### src/rtl/uart_pkg.sv
// Shared register map, STATUS bit positions and transmitter state encoding
// for the memory-mapped UART transmitter.
package uart_pkg;

  localparam logic [1:0] REG_TXDATA  = 2'd0;
  localparam logic [1:0] REG_STATUS  = 2'd1;
  localparam logic [1:0] REG_DIVISOR = 2'd2;

  localparam int ST_FULL      = 0;
  localparam int ST_EMPTY     = 1;
  localparam int ST_BUSY      = 2;
  localparam int ST_OVF       = 3;
  localparam int ST_COUNT_LSB = 8;

  typedef enum logic [1:0] {
    IDLE  = 2'd0,
    START = 2'd1,
    DATA  = 2'd2,
    STOP  = 2'd3
  } tx_state_t;

endpackage

### src/rtl/uart_tx_mmio_if.sv
// CPU word-bus slave port shared with the block RAM: word address, byte-masked
// write, registered read data.
interface uart_tx_mmio_if;
  logic        sel;
  logic [29:0] bus_addr;
  logic [31:0] bus_data_r;
  logic [31:0] bus_data_w;
  logic [3:0]  bus_mask_w;

  modport master (
    output sel, bus_addr, bus_data_w, bus_mask_w,
    input  bus_data_r
  );

  modport slave (
    input  sel, bus_addr, bus_data_w, bus_mask_w,
    output bus_data_r
  );
endinterface

### src/rtl/uart_fifo.sv
// Byte-wide synchronous first-word-fall-through FIFO; a push while full is
// accepted only when a pop happens in the same cycle.
module uart_fifo #(
  parameter  int DEPTH = 8,
  localparam int AW    = $clog2(DEPTH)
) (
  input  logic        clock,
  input  logic        reset,
  input  logic        push,
  input  logic        pop,
  input  logic [7:0]  din,
  output logic [7:0]  dout,
  output logic        full,
  output logic        empty,
  output logic [AW:0] count
);

  localparam logic [AW:0] FULL_CNT = (AW+1)'(DEPTH);

  logic [7:0]    mem_r [DEPTH];
  logic [AW-1:0] wr_ptr_r;
  logic [AW-1:0] rd_ptr_r;
  logic [AW:0]   count_r;
  logic          do_push_s;
  logic          do_pop_s;

  // Qualify requests against occupancy
  always_comb begin
    do_pop_s  = pop && (count_r != '0);
    do_push_s = push && ((count_r != FULL_CNT) || do_pop_s);
  end

  // Storage array, written on accepted pushes only
  always_ff @(posedge clock) begin
    if (do_push_s) begin
      mem_r[wr_ptr_r] <= din;
    end
  end

  // Pointers wrap naturally at the power-of-two depth
  always_ff @(posedge clock) begin
    if (!reset) begin
      wr_ptr_r <= '0;
      rd_ptr_r <= '0;
      count_r  <= '0;
    end else begin
      if (do_push_s) begin
        wr_ptr_r <= wr_ptr_r + AW'(1);
      end
      if (do_pop_s) begin
        rd_ptr_r <= rd_ptr_r + AW'(1);
      end
      case ({do_push_s, do_pop_s})
        2'b10:   count_r <= count_r + (AW+1)'(1);
        2'b01:   count_r <= count_r - (AW+1)'(1);
        default: count_r <= count_r;
      endcase
    end
  end

  assign dout  = mem_r[rd_ptr_r];
  assign full  = (count_r == FULL_CNT);
  assign empty = (count_r == '0);
  assign count = count_r;

endmodule

### src/rtl/uart_tx_mmio.sv
// Memory-mapped 8N1 UART transmitter: TXDATA/STATUS/DIVISOR registers on the
// CPU word bus, a byte FIFO and a baud-timed serialiser driving tx.
module uart_tx_mmio
  import uart_pkg::*;
#(
  parameter int FIFO_DEPTH = 8,
  parameter int DIV_WIDTH  = 16,
  parameter int DIV_RESET  = 16
) (
  input  logic          clock,
  input  logic          reset,
  uart_tx_mmio_if.slave bus,
  output logic          tx,
  output logic          irq
);

  localparam int AW = $clog2(FIFO_DEPTH);

  // A zero divisor would stall the baud counter, so it behaves as one.
  function automatic logic [DIV_WIDTH-1:0] eff_div(input logic [DIV_WIDTH-1:0] d);
    return (d == '0) ? DIV_WIDTH'(1) : d;
  endfunction

  logic [DIV_WIDTH-1:0] div_r;
  logic                 ovf_r;
  logic [31:0]          rdata_r;
  tx_state_t            state_r, state_s;
  logic [DIV_WIDTH-1:0] cnt_r, cnt_s;
  logic [2:0]           bit_r, bit_s;
  logic [7:0]           sh_r, sh_s;
  logic                 tx_r, tx_s;

  logic                 wr_en_s, rd_en_s, txdata_wr_s;
  logic                 ovf_set_s, ovf_clr_s;
  logic [1:0]           reg_off_s;
  logic [31:0]          rd_mux_s;
  logic [DIV_WIDTH-1:0] bit_len_s;
  logic                 fifo_pop_s, fifo_full_s, fifo_empty_s;
  logic [7:0]           fifo_dout_s;
  logic [AW:0]          fifo_count_s;
  logic                 unused_bits_s;

  assign unused_bits_s = ^{bus.bus_addr, bus.bus_data_w};

  uart_fifo #(.DEPTH(FIFO_DEPTH)) u_fifo (
    .clock (clock),
    .reset (reset),
    .push  (txdata_wr_s),
    .pop   (fifo_pop_s),
    .din   (bus.bus_data_w[7:0]),
    .dout  (fifo_dout_s),
    .full  (fifo_full_s),
    .empty (fifo_empty_s),
    .count (fifo_count_s)
  );

  // Bus decode and sticky-overflow set/clear conditions
  always_comb begin
    reg_off_s   = bus.bus_addr[1:0];
    wr_en_s     = bus.sel && (bus.bus_mask_w != 4'b0000);
    rd_en_s     = bus.sel && (bus.bus_mask_w == 4'b0000);
    txdata_wr_s = wr_en_s && (reg_off_s == REG_TXDATA) && bus.bus_mask_w[0];
    ovf_set_s   = txdata_wr_s && fifo_full_s && !fifo_pop_s;
    ovf_clr_s   = wr_en_s && (reg_off_s == REG_STATUS) && bus.bus_mask_w[0]
                  && bus.bus_data_w[ST_OVF];
    bit_len_s   = eff_div(div_r) - DIV_WIDTH'(1);
  end

  // Read-data multiplexer
  always_comb begin
    rd_mux_s = 32'h0000_0000;
    case (reg_off_s)
      REG_STATUS: begin
        rd_mux_s[ST_FULL]                 = fifo_full_s;
        rd_mux_s[ST_EMPTY]                = fifo_empty_s;
        rd_mux_s[ST_BUSY]                 = (state_r != IDLE);
        rd_mux_s[ST_OVF]                  = ovf_r;
        rd_mux_s[ST_COUNT_LSB +: (AW+1)]  = fifo_count_s;
      end
      REG_DIVISOR: rd_mux_s[DIV_WIDTH-1:0] = div_r;
      default:     rd_mux_s = 32'h0000_0000;
    endcase
  end

  // Control registers and registered read data
  always_ff @(posedge clock) begin
    if (!reset) begin
      div_r   <= DIV_WIDTH'(DIV_RESET);
      ovf_r   <= 1'b0;
      rdata_r <= 32'h0000_0000;
    end else begin
      if (wr_en_s && (reg_off_s == REG_DIVISOR)) begin
        for (int i = 0; i < DIV_WIDTH; i++) begin
          if (bus.bus_mask_w[i/8]) begin
            div_r[i] <= bus.bus_data_w[i];
          end
        end
      end
      if (ovf_set_s) begin
        ovf_r <= 1'b1;
      end else if (ovf_clr_s) begin
        ovf_r <= 1'b0;
      end
      rdata_r <= rd_en_s ? rd_mux_s : 32'h0000_0000;
    end
  end

  // Serialiser next-state: every bit reloads cnt from the current divisor
  always_comb begin
    state_s    = state_r;
    cnt_s      = cnt_r;
    bit_s      = bit_r;
    sh_s       = sh_r;
    tx_s       = tx_r;
    fifo_pop_s = 1'b0;
    case (state_r)
      IDLE: begin
        if (!fifo_empty_s) begin
          fifo_pop_s = 1'b1;
          sh_s       = fifo_dout_s;
          tx_s       = 1'b0;
          cnt_s      = bit_len_s;
          state_s    = START;
        end else begin
          tx_s = 1'b1;
        end
      end
      START: begin
        if (cnt_r == '0) begin
          tx_s    = sh_r[0];
          cnt_s   = bit_len_s;
          bit_s   = 3'd0;
          state_s = DATA;
        end else begin
          cnt_s = cnt_r - DIV_WIDTH'(1);
        end
      end
      DATA: begin
        if (cnt_r == '0) begin
          cnt_s = bit_len_s;
          if (bit_r == 3'd7) begin
            tx_s    = 1'b1;
            state_s = STOP;
          end else begin
            sh_s  = {1'b0, sh_r[7:1]};
            tx_s  = sh_r[1];
            bit_s = bit_r + 3'd1;
          end
        end else begin
          cnt_s = cnt_r - DIV_WIDTH'(1);
        end
      end
      STOP: begin
        if (cnt_r == '0) begin
          if (!fifo_empty_s) begin
            fifo_pop_s = 1'b1;
            sh_s       = fifo_dout_s;
            tx_s       = 1'b0;
            cnt_s      = bit_len_s;
            state_s    = START;
          end else begin
            tx_s    = 1'b1;
            state_s = IDLE;
          end
        end else begin
          cnt_s = cnt_r - DIV_WIDTH'(1);
        end
      end
      default: begin
        tx_s    = 1'b1;
        state_s = IDLE;
      end
    endcase
  end

  // Serialiser state registers; reset aborts any frame with the line high
  always_ff @(posedge clock) begin
    if (!reset) begin
      state_r <= IDLE;
      cnt_r   <= '0;
      bit_r   <= 3'd0;
      sh_r    <= 8'h00;
      tx_r    <= 1'b1;
    end else begin
      state_r <= state_s;
      cnt_r   <= cnt_s;
      bit_r   <= bit_s;
      sh_r    <= sh_s;
      tx_r    <= tx_s;
    end
  end

  assign tx             = tx_r;
  assign irq            = fifo_empty_s && (state_r == IDLE);
  assign bus.bus_data_r = rdata_r;

endmodule

### src/flat_wrapper.sv
// flat-port wrapper written by rule: the top's interface ports become plain ports
module uart_tx_mmio_flat import uart_pkg::*;
#(
  parameter int FIFO_DEPTH = 8,
  parameter int DIV_WIDTH  = 16,
  parameter int DIV_RESET  = 16
)
  (clock, reset, tx, irq, bus_sel, bus_bus_addr, bus_bus_data_w, bus_bus_mask_w, bus_bus_data_r);
  uart_tx_mmio_if bus_i ();
  input  logic clock;
  input  logic reset;
  output logic tx;
  output logic irq;
  input wire logic [$bits(bus_i.sel)-1:0] bus_sel;
  input wire logic [$bits(bus_i.bus_addr)-1:0] bus_bus_addr;
  input wire logic [$bits(bus_i.bus_data_w)-1:0] bus_bus_data_w;
  input wire logic [$bits(bus_i.bus_mask_w)-1:0] bus_bus_mask_w;
  output wire logic [$bits(bus_i.bus_data_r)-1:0] bus_bus_data_r;
  assign bus_i.sel = bus_sel;
  assign bus_i.bus_addr = bus_bus_addr;
  assign bus_i.bus_data_w = bus_bus_data_w;
  assign bus_i.bus_mask_w = bus_bus_mask_w;
  assign bus_bus_data_r = bus_i.bus_data_r;
  uart_tx_mmio #(.FIFO_DEPTH(FIFO_DEPTH), .DIV_WIDTH(DIV_WIDTH), .DIV_RESET(DIV_RESET)) u_core (.clock(clock), .reset(reset), .bus(bus_i), .tx(tx), .irq(irq));
endmodule
### config.mk
export PLATFORM = sky130hd
export DESIGN_NAME = uart_tx_mmio_flat
export DESIGN_NICKNAME = d
export VERILOG_FILES = /design/src/rtl/uart_pkg.sv /design/src/rtl/uart_tx_mmio_if.sv /design/src/rtl/uart_fifo.sv /design/src/rtl/uart_tx_mmio.sv /design/src/flat_wrapper.sv
export SDC_FILE = /design/constraint.sdc
export NUM_CORES = 1
export LEC_CHECK = 0
export ABC_AREA = 0
export BUFFER_PORTS_ARGS = -buffer_cell sky130_fd_sc_hd__clkbuf_2
export CORE_MARGIN = 4
export CORE_UTILIZATION = 55
export DETAILED_ROUTE_END_ITERATION = 10
export PLACE_DENSITY = 0.74
export SLEW_MARGIN = 20
export SYNTH_ARGS = -nofsm -noshare
export SYNTH_HDL_FRONTEND = slang
export SYNTH_SLANG_ARGS = --single-unit
export TNS_END_PERCENT = 1
### constraint.sdc
create_clock -name clock -period 6.6 [get_ports clock]
set_input_delay 0.99 -clock clock [delete_from_list [all_inputs] [get_ports clock]]
set_output_delay 0.99 -clock clock [all_outputs]
set_load 0.02 [all_outputs]
==> impl_metrics.tcl, run 1 <==
set metrics [dict create \
    outcome "complete, no violations" \
    synth_ff_type "dfxtp_1" \
    die-area_sq_um 14200 \
    regToRegEndpoint "u_core.u_fifo.mem_r[5][3]$_DFFE_PP_" \
    drt_iter0_drc 545 \
    rr_worst_depth 7 \
    routed_wl_microns 15600 \
    setup-violations-final 0 \
    post_cts_buffers 0 \
    grt_pass1_vias 4958 \
    antenna_found_initial 0 \
    hold_path.class "reg -> reg" \
    avgSynthCellArea_sq_um 10.7 \
    ir_worst_vdd_mv 0.364 \
    cellPowerDensity_nw_per_um2 459 \
    multiInputGateArea_sq_um 3120 \
    async_reset_ff_share_pct 0 \
    min_delay_worst_endpoint "u_core.bit_r[2]$_SDFFE_PN0P_" \
    root_buffer "clkbuf_16" \
    pin_count 103 \
    clockBufferDepth 2 \
    p_leak_nw 2.90 \
    r2r_slack_ns 3.07 \
    diodes 0 \
    port-buffer-count 42 \
    drv_cap 0 \
    drc_errors 0 \
    rows 40 \
    cts_tree "yes" \
    grt_first_pass_wirelength_microns 25700 \
    clkLatencyLatePin_ns 0.42 \
    start_util_pct 56.5 \
    hpwl_microns 10600 \
    yosysWarnings 0 \
    fin_crit_sh_pct 53.6 \
    ys_ff_latch 140 \
    grt_use_total_pct 22.9 \
    hold-path-cell-count 2 \
    synth.cell_area_sq_um 6810 \
    drtPass1Iterations 5 \
    cp_data_arrival_time_ns 3.66 \
    synthCells 635 \
    grt_start_max_net_pins 42 \
    crit_required_ns 6.73 \
    vias 4989 \
    path_clk_slew_ns 0.06 \
    seq_area_sq_um 3440 \
    cts.sinks 140 \
    synth.distinct_cells 75 \
    skew_ns 0.00768 \
    cts_inserted_buffers 17 \
    grt.overflow.total 0 \
    max_freq_mhz 283 \
    tightest_slew_ns 0.942 \
    wl_per_cell_microns 18.2 \
    syn2layout_area_growth_pct 13.0 \
    hold_viol 0 \
    final.min_clock_period_ns 3.53 \
    rsz0062_at_grt "false" \
    min-delay-start "u_core.bit_r[2]$_SDFFE_PN0P_" \
    timing.rr.start "u_core.cnt_r[14]$_SDFF_PN0_" \
    ys_seq_area_share_pct 50.6 \
    fill_cells 934 \
    htreeDepth 4 \
    slew_headroom_pct 36.6 \
    critPathMaxFanout 10 \
    drive_gt1_share_pct 16.8 \
    power_w 0.00353 \
    core_area_sq_um 12100 \
    ant_nets 0 \
    via_per_inst 5.84 \
    die_w_microns 119 \
    cp-end-kind "flop" \
    die-height_microns 119 \
    synth_edf_count 64 \
    critical_path_class "reg -> reg" \
    cts_hold_buf 0 \
    setup_tns_ns 0 \
    start_kind "flop" \
    nets 759 \
    cts-resized-gates 0 \
    drv_slew 0 \
    gp_congestion 0.951 \
]
critical path, stage by stage, from the launching register on:
cell and delay [ns]:
dfxtp_1 0.37, nor4_1 0.84, nor4b_1 0.52, a22oi_4 0.23
a21boi_4 0.29, nand2_1 0.13, nor3b_1 0.57, buf_4 0.29
area by class of cell:
cell class                      count  share of cell area [%]
Sequential cell                   140                    44.8
Multi-Input combinational cell    446                    40.6
Clock buffer                       19                    5.63
Timing Repair Buffer               52                    3.71
Tap cell                          168                    2.73
Clock inverter                     13                    1.84
Inverter                           16                   0.780
sequential cells by signal, indices dropped and copies added (netlist names), named ones only:
register	count
u_core.sh_r	8
u_core.cnt_r	16
u_core.bus.bus_data_r	16
u_core.u_fifo.rd_ptr_r	3
u_core.u_fifo.wr_ptr_r	3
u_core.tx	1
u_core.u_fifo.count	4
u_core.bit_r	3
u_core.u_fifo.mem_r	64
u_core.state_r	2
u_core.div_r	16
u_core.ovf_r	1
synthesized netlist by cell type, drive strengths merged, types with 3 or more instances:
cell type  count  area [sq um]
o22ai          4          25.0
and3           5          31.3
nor2          65           244
nand3         15          75.1
clkbuf        25          93.8
a22oi         10          88.8
xor2           6          52.6
nor3b          3          22.5
or3            4          25.0
nand3b         3          22.5
a31oi          3          18.8
nor4           8          65.1
edfxtp        64          1920
nor4b          4          50.1
a2bb2oi        3          26.3
inv           16          60.1
ha            16           200
xnor2         17           149
buf           23           153
or4            5          38.8
nand4          7          43.8
a31o           3          26.3
mux2i         33           343
o221ai         4          35.0
a21oi         31           159
nor3          18          90.1
nand2b         5          31.3
o21ai         23           115
nand2         65           246
and2          13          82.6
dfxtp         76          1520
mux4          16           360
o211ai         4          30.0
a21boi         4          41.3
o31ai          3          22.5
layer usage:
layer | track usage [%] | vias up | wire length (microns)
li1 | - | 2374 | -
met1 | 29.9 | 2422 | 6690
met2 | 37.4 | 169 | 7510
met3 | 5.79 | 24 | 1090
met4 | 7.82 | 0 | 275
met5 | 0 | - | 0
placed cells by master (no fill, tap or decap), drive strengths merged, types with 18 or more instances in the layout:
master,instances
o21ai,23
edfxtp,64
nor2,65
nor3,18
mux2i,33
clkbuf,61
dfxtp,76
inv,20
nand2,65
a21oi,31
worst max-delay path by stage:
stage | from | end | slack (ns) | depth (start not counted)
floorplan | u_core.cnt_r[2]$_SDFF_PN0_ | u_core.u_fifo.mem_r[2][0]$_DFFE_PP_ | 3.32 | 7
global placement | u_core.cnt_r[2]$_SDFF_PN0_ | u_core.u_fifo.mem_r[6][4]$_DFFE_PP_ | 3.16 | 7
detailed placement | u_core.cnt_r[2]$_SDFF_PN0_ | u_core.u_fifo.mem_r[5][4]$_DFFE_PP_ | 3.06 | 7
CTS | u_core.cnt_r[14]$_SDFF_PN0_ | u_core.u_fifo.mem_r[5][3]$_DFFE_PP_ | 3.06 | 7
global route | u_core.state_r[1]$_SDFFE_PN0P_ | u_core.u_fifo.mem_r[5][0]$_DFFE_PP_ | 2.76 | 8
finish | u_core.cnt_r[14]$_SDFF_PN0_ | u_core.u_fifo.mem_r[5][3]$_DFFE_PP_ | 3.07 | 7
kinds of logic after synthesis:
logic type | synth area share (%)
AO/OA/AOI/OAI | 11.4
XOR/XNOR | 2.96
adder cells (fa/ha/maj) | 3.23
buffers and inverters | 4.50
flip-flops | 50.6
multiplexers | 10.5
other | 0.0551
AND/OR/NAND/NOR | 16.8
metrics by stage:
stage	hold WS (ns)	setup slack (ns)	utilization, %	cells	cell area (sq um)
2_1_floorplan	0.436	3.32	-	650	6870
3_3_place_gp	0.443	3.16	59.0	822	7120
3_5_place_dp	0.466	3.06	59.0	822	7120
4_1_cts	0.475	3.06	63.8	854	7690
5_1_grt	0.483	2.76	63.8	854	7700
6_report	0.470	3.07	63.8	854	7700
power by group:
part	internal [W]	switching (W)
sequential	0.00100	0.000139
combinational	0.000601	0.000858
clock	0.000559	0.000372
No activity file was read; power rests on OpenSTA's default activity.
==> run 2, diff against run 1 <==
==> constraint.sdc (replaced) <==
create_clock -name clock -period 3.5 [get_ports clock]
set_input_delay 0.525 -clock clock [delete_from_list [all_inputs] [get_ports clock]]
set_output_delay 0.525 -clock clock [all_outputs]
set_load 0.02 [all_outputs]
==> run 2 against run 1 <==
  * Final cell count rose by 1.3%
  * Global-route usage down 0.53 points
  * Highest routed layer unchanged
  * Critical endpoint is now u_core.u_fifo.count[3]$_SDFFE_PN0P_
  * Routed wire length fell by 0.22%
  * Clock skew rose by 0.0026 ns
==> impl_metrics.tcl, run 2 (synthesized netlist as in run 1, its figures left out) <==
set metrics [dict create \
    whs_ns 0.339 \
    critical_path_class "reg -> reg" \
    grt_first_pass_wirelength_microns 25200 \
    rows 40 \
    grt_start_max_net_pins 43 \
    outcome "complete, no violations" \
    tightest_slew_ns 0.774 \
    cts.sinks 140 \
    cp_data_arrival_time_ns 3.31 \
    nets 770 \
    grt.overflow.total 0 \
    hpwl_microns 10700 \
    die_w_microns 119 \
    rsz0062_at_grt "false" \
    core_area_sq_um 12100 \
    clkLatencyLatePin_ns 0.42 \
    timing.rr.start "u_core.cnt_r[2]$_SDFF_PN0_" \
    drive_gt1_share_pct 18.2 \
    rr_worst_depth 10 \
    power_w 0.00674 \
    grt_use_total_pct 22.4 \
    drc_errors 0 \
    drt_iter0_drc 426 \
    final_common_cell "dfxtp_1" \
    path_clk_slew_ns 0.06 \
    fin_crit_sh_pct 84.5 \
    diodes 0 \
    hold_viol 0 \
    clkPwrFrac_pct 26.2 \
    pin_count 103 \
    r2r_slack_ns 0.54 \
    wl_per_cell_microns 18.0 \
    htreeDepth 4 \
    ant_nets 0 \
    vias 5053 \
    cts_hold_buf 0 \
    drv_cap 0 \
    port-buffer-count 42 \
    clockBufferDepth 2 \
    final_cell_mix "76 x dfxtp_1, 65 x nor2_1, 64 x nand2_1, 64 x edfxtp_1, 42 x clkbuf_2" \
    setup_ws_ns 0.541 \
    crit_required_ns 3.85 \
    hold-path-cell-count 3 \
    max_freq_mhz 338 \
    root_buffer "clkbuf_16" \
    p_switching_w 0.00265 \
    place_ws_ns 0.576 \
    drtPass1Iterations 5 \
    post_cts_buffers 0 \
    cp-end-kind "flop" \
    seq_power_share_pct 31.7 \
    die-height_microns 119 \
    cts-resized-gates 0 \
    cellPowerDensity_nw_per_um2 866 \
    routed_wl_microns 15500 \
    p_sw_share_pct 39.3 \
    start_util_pct 56.5 \
    cts_inserted_buffers 17 \
    final.min_clock_period_ns 2.96 \
    regToRegEndpoint "u_core.u_fifo.count[3]$_SDFFE_PN0P_" \
    largest_register "u_core.u_fifo.mem_r" \
    largest_reg_flops 64 \
    antenna_found_initial 0 \
    hold_path.class "in -> reg" \
    setup_tns_ns 0 \
    p_leak_nw 2.96 \
    cts_tree "yes" \
    via_per_inst 5.84 \
    slew_headroom_pct 48.3 \
    grt_pass1_vias 4987 \
    skew_ns 0.0102 \
    p_int_w 0.00409 \
    setup-violations-final 0 \
    syn2layout_area_growth_pct 14.3 \
    ir_worst_vdd_mv 0.789 \
    drv_slew 0 \
    die-area_sq_um 14200 \
    start_kind "flop" \
    min_delay_worst_endpoint "u_core.div_r[10]$_SDFFE_PN0P_" \
    min-delay-start "bus_bus_data_w[10]" \
    critPathMaxFanout 6 \
    p_comb_share_pct 42.1 \
    gp_congestion 0.909 \
]
==> run 2: changes by cell type in the layout (fill, tap and decap cells not counted), moves of 2 or more <==
cell,before,now
buf_4,10,21
clkinv_2,2,0
clkinv_4,0,2
clkinvlp_4,4,2
inv_6,3,6
inv_8,1,3
==> run 2: metal layers <==
layer  share of wire (%)  wire, microns  vias up  track usage, %
met3                 6.1            945       30            4.51
met2                  49           7570      166            36.8
met5                   0              0        -               0
li1                    -              -     2396               -
met1                  44           6780     2461            29.6
met4                 1.5            227        0            7.82
==> run 2: stage by stage <==
step                util [%]  std cells  cell area (sq um)
finish                  64.5        865               7780
global route            64.5        865               7780
CTS                     64.5        865               7780
detailed placement      59.7        833               7200
global placement        59.7        833               7200
floorplan                  -        650               6870
==> run 2: power by group through the flow <==
stage | registers (W) | logic [W] | clock network, W
6_report | 0.00214 | 0.00283 | 0.00177
5_1_grt | 0.00217 | 0.00311 | 0.00186
4_1_cts | 0.00214 | 0.00281 | 0.00179
3_5_place_dp | 0.00217 | 0.00279 | 0
3_3_place_gp | 0.00215 | 0.00274 | 0
2_1_floorplan | 0.00205 | 0.00225 | 0
==> run 2: final cells by class <==
cell class                 instances  area, sq um
clock buffer                      18          429
inverter                          16         60.1
sequential                       140         3440
tap                              168          210
timing repair buffer              63          368
fill                             956         4280
multi-input combinational        446         3120
clock inverter                    14          149
==> run 2: worst max-delay path: stages (launching register included) <==
cell and delay [ns]:
dfxtp_1 0.36, or4_1 0.68, nor4_4 0.38, a22oi_4 0.13
or2_4 0.28, inv_1 0.08, ha_1 0.23, a21o_1 0.18
a21oi_1 0.17, mux2i_1 0.23, mux2i_1 0.18
==> run 2: how the worst max path moves through the flow <==
stage                                     startpoint                                   to  slack (ns)  cells after the start
after global routing      u_core.cnt_r[2]$_SDFF_PN0_  u_core.u_fifo.count[3]$_SDFFE_PN0P_        0.39                     10
after detailed placement  u_core.cnt_r[2]$_SDFF_PN0_  u_core.u_fifo.count[3]$_SDFFE_PN0P_        0.58                     10
after global placement    u_core.cnt_r[2]$_SDFF_PN0_  u_core.u_fifo.count[3]$_SDFFE_PN0P_        0.59                     10
after CTS                 u_core.cnt_r[2]$_SDFF_PN0_  u_core.u_fifo.count[3]$_SDFFE_PN0P_        0.55                     10
after floorplan           u_core.cnt_r[2]$_SDFF_PN0_  u_core.u_fifo.mem_r[2][0]$_DFFE_PP_        0.22                      7
final                     u_core.cnt_r[2]$_SDFF_PN0_  u_core.u_fifo.count[3]$_SDFFE_PN0P_        0.54                     10
==> run 3, diff against run 2 <==
==> constraint.sdc (replaced) <==
create_clock -name clock -period 2.95 [get_ports clock]
set_input_delay 0.4425 -clock clock [delete_from_list [all_inputs] [get_ports clock]]
set_output_delay 0.4425 -clock clock [all_outputs]
set_load 0.02 [all_outputs]
==> run 3 against run 2 <==
  * Non-clock buffer count is 20 higher
  * Utilization is 1.6 points higher
  * Total power is 23% higher
  * Worst setup slack worse by 0.36 ns
  * First-iteration DRC count is 14% higher
  * Sequential power is 16% higher
  * Via count is 1.4% higher
  * Clock power is 19% higher
  * Routed wire length is 2.6% higher
  * Final cell count is 2.3% higher
  * Critical path depth stayed put
  * Register-to-register slack worse by 0.36 ns
  * Critical path type unchanged
  * Critical endpoint unchanged
  * Largest power group unchanged
==> impl_metrics.tcl, run 3 (synthesized netlist as in run 1, its figures left out) <==
set metrics [dict create \
    outcome "complete, no violations" \
    rsz0062_at_grt "false" \
    p_switching_w 0.00317 \
    root_buffer "clkbuf_16" \
    seq_power_share_pct 30.1 \
    critPathMaxStageDelay_ns 0.55 \
    final_cell_mix "75 x dfxtp_1, 65 x nor2_1, 64 x nand2_1, 64 x edfxtp_1, 42 x clkbuf_2" \
    place_ws_ns 0.0977 \
    grt_start_max_net_pins 29 \
    design_area_sq_um 7970 \
    largest_register "u_core.u_fifo.mem_r" \
    post_cts_buffers 0 \
    cellPowerDensity_nw_per_um2 1040 \
    htreeDepth 4 \
    hpwl_microns 11200 \
    p_int_w 0.00509 \
    fill_cells 928 \
    grt_use_total_pct 23.5 \
    crit_slowest_cell "or4_4" \
    crit_buf_inv 1 \
    cts_tree "yes" \
    drc_errors 0 \
    tightest_slew_ns 0.810 \
    grt_first_pass_wirelength_microns 26100 \
    clkLatencyLatePin_ns 0.42 \
    path_cells "or4_4 -> nor4_4 -> a22oi_4 -> or2_4 -> inv_1 -> ha_1 -> a21o_1 -> a21oi_1 -> mux2i_1 -> mux2i_1" \
    cts_hold_buf 0 \
    cp-end-kind "flop" \
    multiInputGateArea_sq_um 3150 \
    ant_nets 0 \
    cpLargestDelayFamily "simple AND/OR/NAND/NOR gates" \
    final.min_clock_period_ns 2.77 \
    power_w 0.00826 \
    rows 40 \
    clkPwrFrac_pct 25.4 \
    diodes 0 \
    via_per_inst 5.79 \
    skew_ns 0.00696 \
    port-buffer-count 42 \
    die-area_sq_um 14200 \
    clockBufferDepth 2 \
    p_comb_share_pct 44.5 \
    path_clk_slew_ns 0.06 \
    die-height_microns 119 \
    drv_cap 0 \
    cp_data_arrival_time_ns 3.12 \
    drv_slew 0 \
    fin_crit_sh_pct 94.0 \
    max_freq_mhz 361 \
    r2r_slack_ns 0.18 \
    crit_required_ns 3.30 \
    nets 790 \
    hold_viol 0 \
    setup_ws_ns 0.177 \
    critical_path_class "reg -> reg" \
    placed_area_sq_um 7360 \
    largest_reg_flops 64 \
    ir_worst_vdd_mv 0.805 \
    start_kind "flop" \
    grt.overflow.total 0 \
    die_w_microns 119 \
    drtPass1Iterations 7 \
    crit_top_cell "mux2i_1" \
    syn2layout_area_growth_pct 17.1 \
    core_area_sq_um 12100 \
    seq_area_sq_um 3440 \
    cts.sinks 140 \
    setup_tns_ns 0 \
    wl_per_cell_microns 18.0 \
    gp_congestion 0.966 \
    p_sw_share_pct 38.4 \
    hold_path.class "in -> reg" \
    pin_count 103 \
    critPathMaxFanout 3 \
    grt_pass1_vias 5061 \
    setup-violations-final 0 \
    p_leak_nw 3.07 \
    start_util_pct 56.5 \
    antenna_found_initial 0 \
    slew_headroom_pct 45.9 \
    drive_gt1_share_pct 21.3 \
    drt_iter0_drc 485 \
    routed_wl_microns 15900 \
    cts_inserted_buffers 17 \
    final_common_cell "dfxtp_1" \
    vias 5126 \
]
-- run 3: cell types whose count changed in the layout (fill, tap and decap cells not counted), sizes merged --
| cell | change |
|---|---|
| buf | +20 |
| inv | -4 |
| clkinv | +3 |
| bufinv | +1 |
| clkbuf | -1 |
| clkinvlp | +1 |
-- run 3: metal layers --
metal | up-vias | track usage [%] | wire, microns
li1 | 2433 | - | -
met1 | 2489 | 31.1 | 6770
met4 | 0 | 7.17 | 214
met5 | - | 0 | 0
met2 | 181 | 38.0 | 7780
met3 | 23 | 6.22 | 1180
-- run 3: power by group through the flow --
| stage | registers [W] | clock network (W) | logic [W] |
|---|---|---|---|
| after floorplan | 0.00243 | 0 | 0.00267 |
| after global placement | 0.00251 | 0 | 0.00351 |
| after detailed placement | 0.00253 | 0 | 0.00359 |
| after CTS | 0.00249 | 0.00212 | 0.00361 |
| after global routing | 0.00253 | 0.00222 | 0.00401 |
| final | 0.00249 | 0.00210 | 0.00368 |
-- run 3: repair_timing --
item	4_1_cts	5_1_grt
hold endpoints to repair	0	0
setup endpoints to repair	0	6
gates resized for setup	0	6
-- run 3: path summary, 6_finish.rpt --
path,depth (start not counted),to,from
max,10,u_core.u_fifo.count[3]$_SDFFE_PN0P_,u_core.cnt_r[10]$_SDFF_PN0_
min,3,u_core.div_r[8]$_SDFFE_PN0P_,bus_bus_data_w[8]
max reg2reg,10,u_core.u_fifo.count[3]$_SDFFE_PN0P_,u_core.cnt_r[10]$_SDFF_PN0_
min reg2reg,2,u_core.bit_r[1]$_SDFFE_PN0P_,u_core.bit_r[1]$_SDFFE_PN0P_
-- run 3: area by class of cell --
class	instances	share of cell area, %
Inverter	16	0.753
Clock buffer	17	5.34
Clock inverter	15	2.04
Timing Repair Buffer	83	6.50
Tap cell	168	2.64
Sequential cell	140	43.2
Multi-Input combinational cell	446	39.5
-- run 3: through the flow --
step / std cells / hold WS [ns] / utilization [%]
6_report: 885 / 0.262 / 66.1
3_3_place_gp: 853 / 0.443 / 61.0
5_1_grt: 885 / 0.261 / 66.1
2_1_floorplan: 650 / 0.436 / -
3_5_place_dp: 853 / 0.458 / 61.0
4_1_cts: 885 / 0.254 / 65.9
-- run 3: tightest hold or removal path, cell delays in order --
cell and delay, ns:
clkbuf_2 0.07, mux2i_1 0.05, nor2_1 0.07
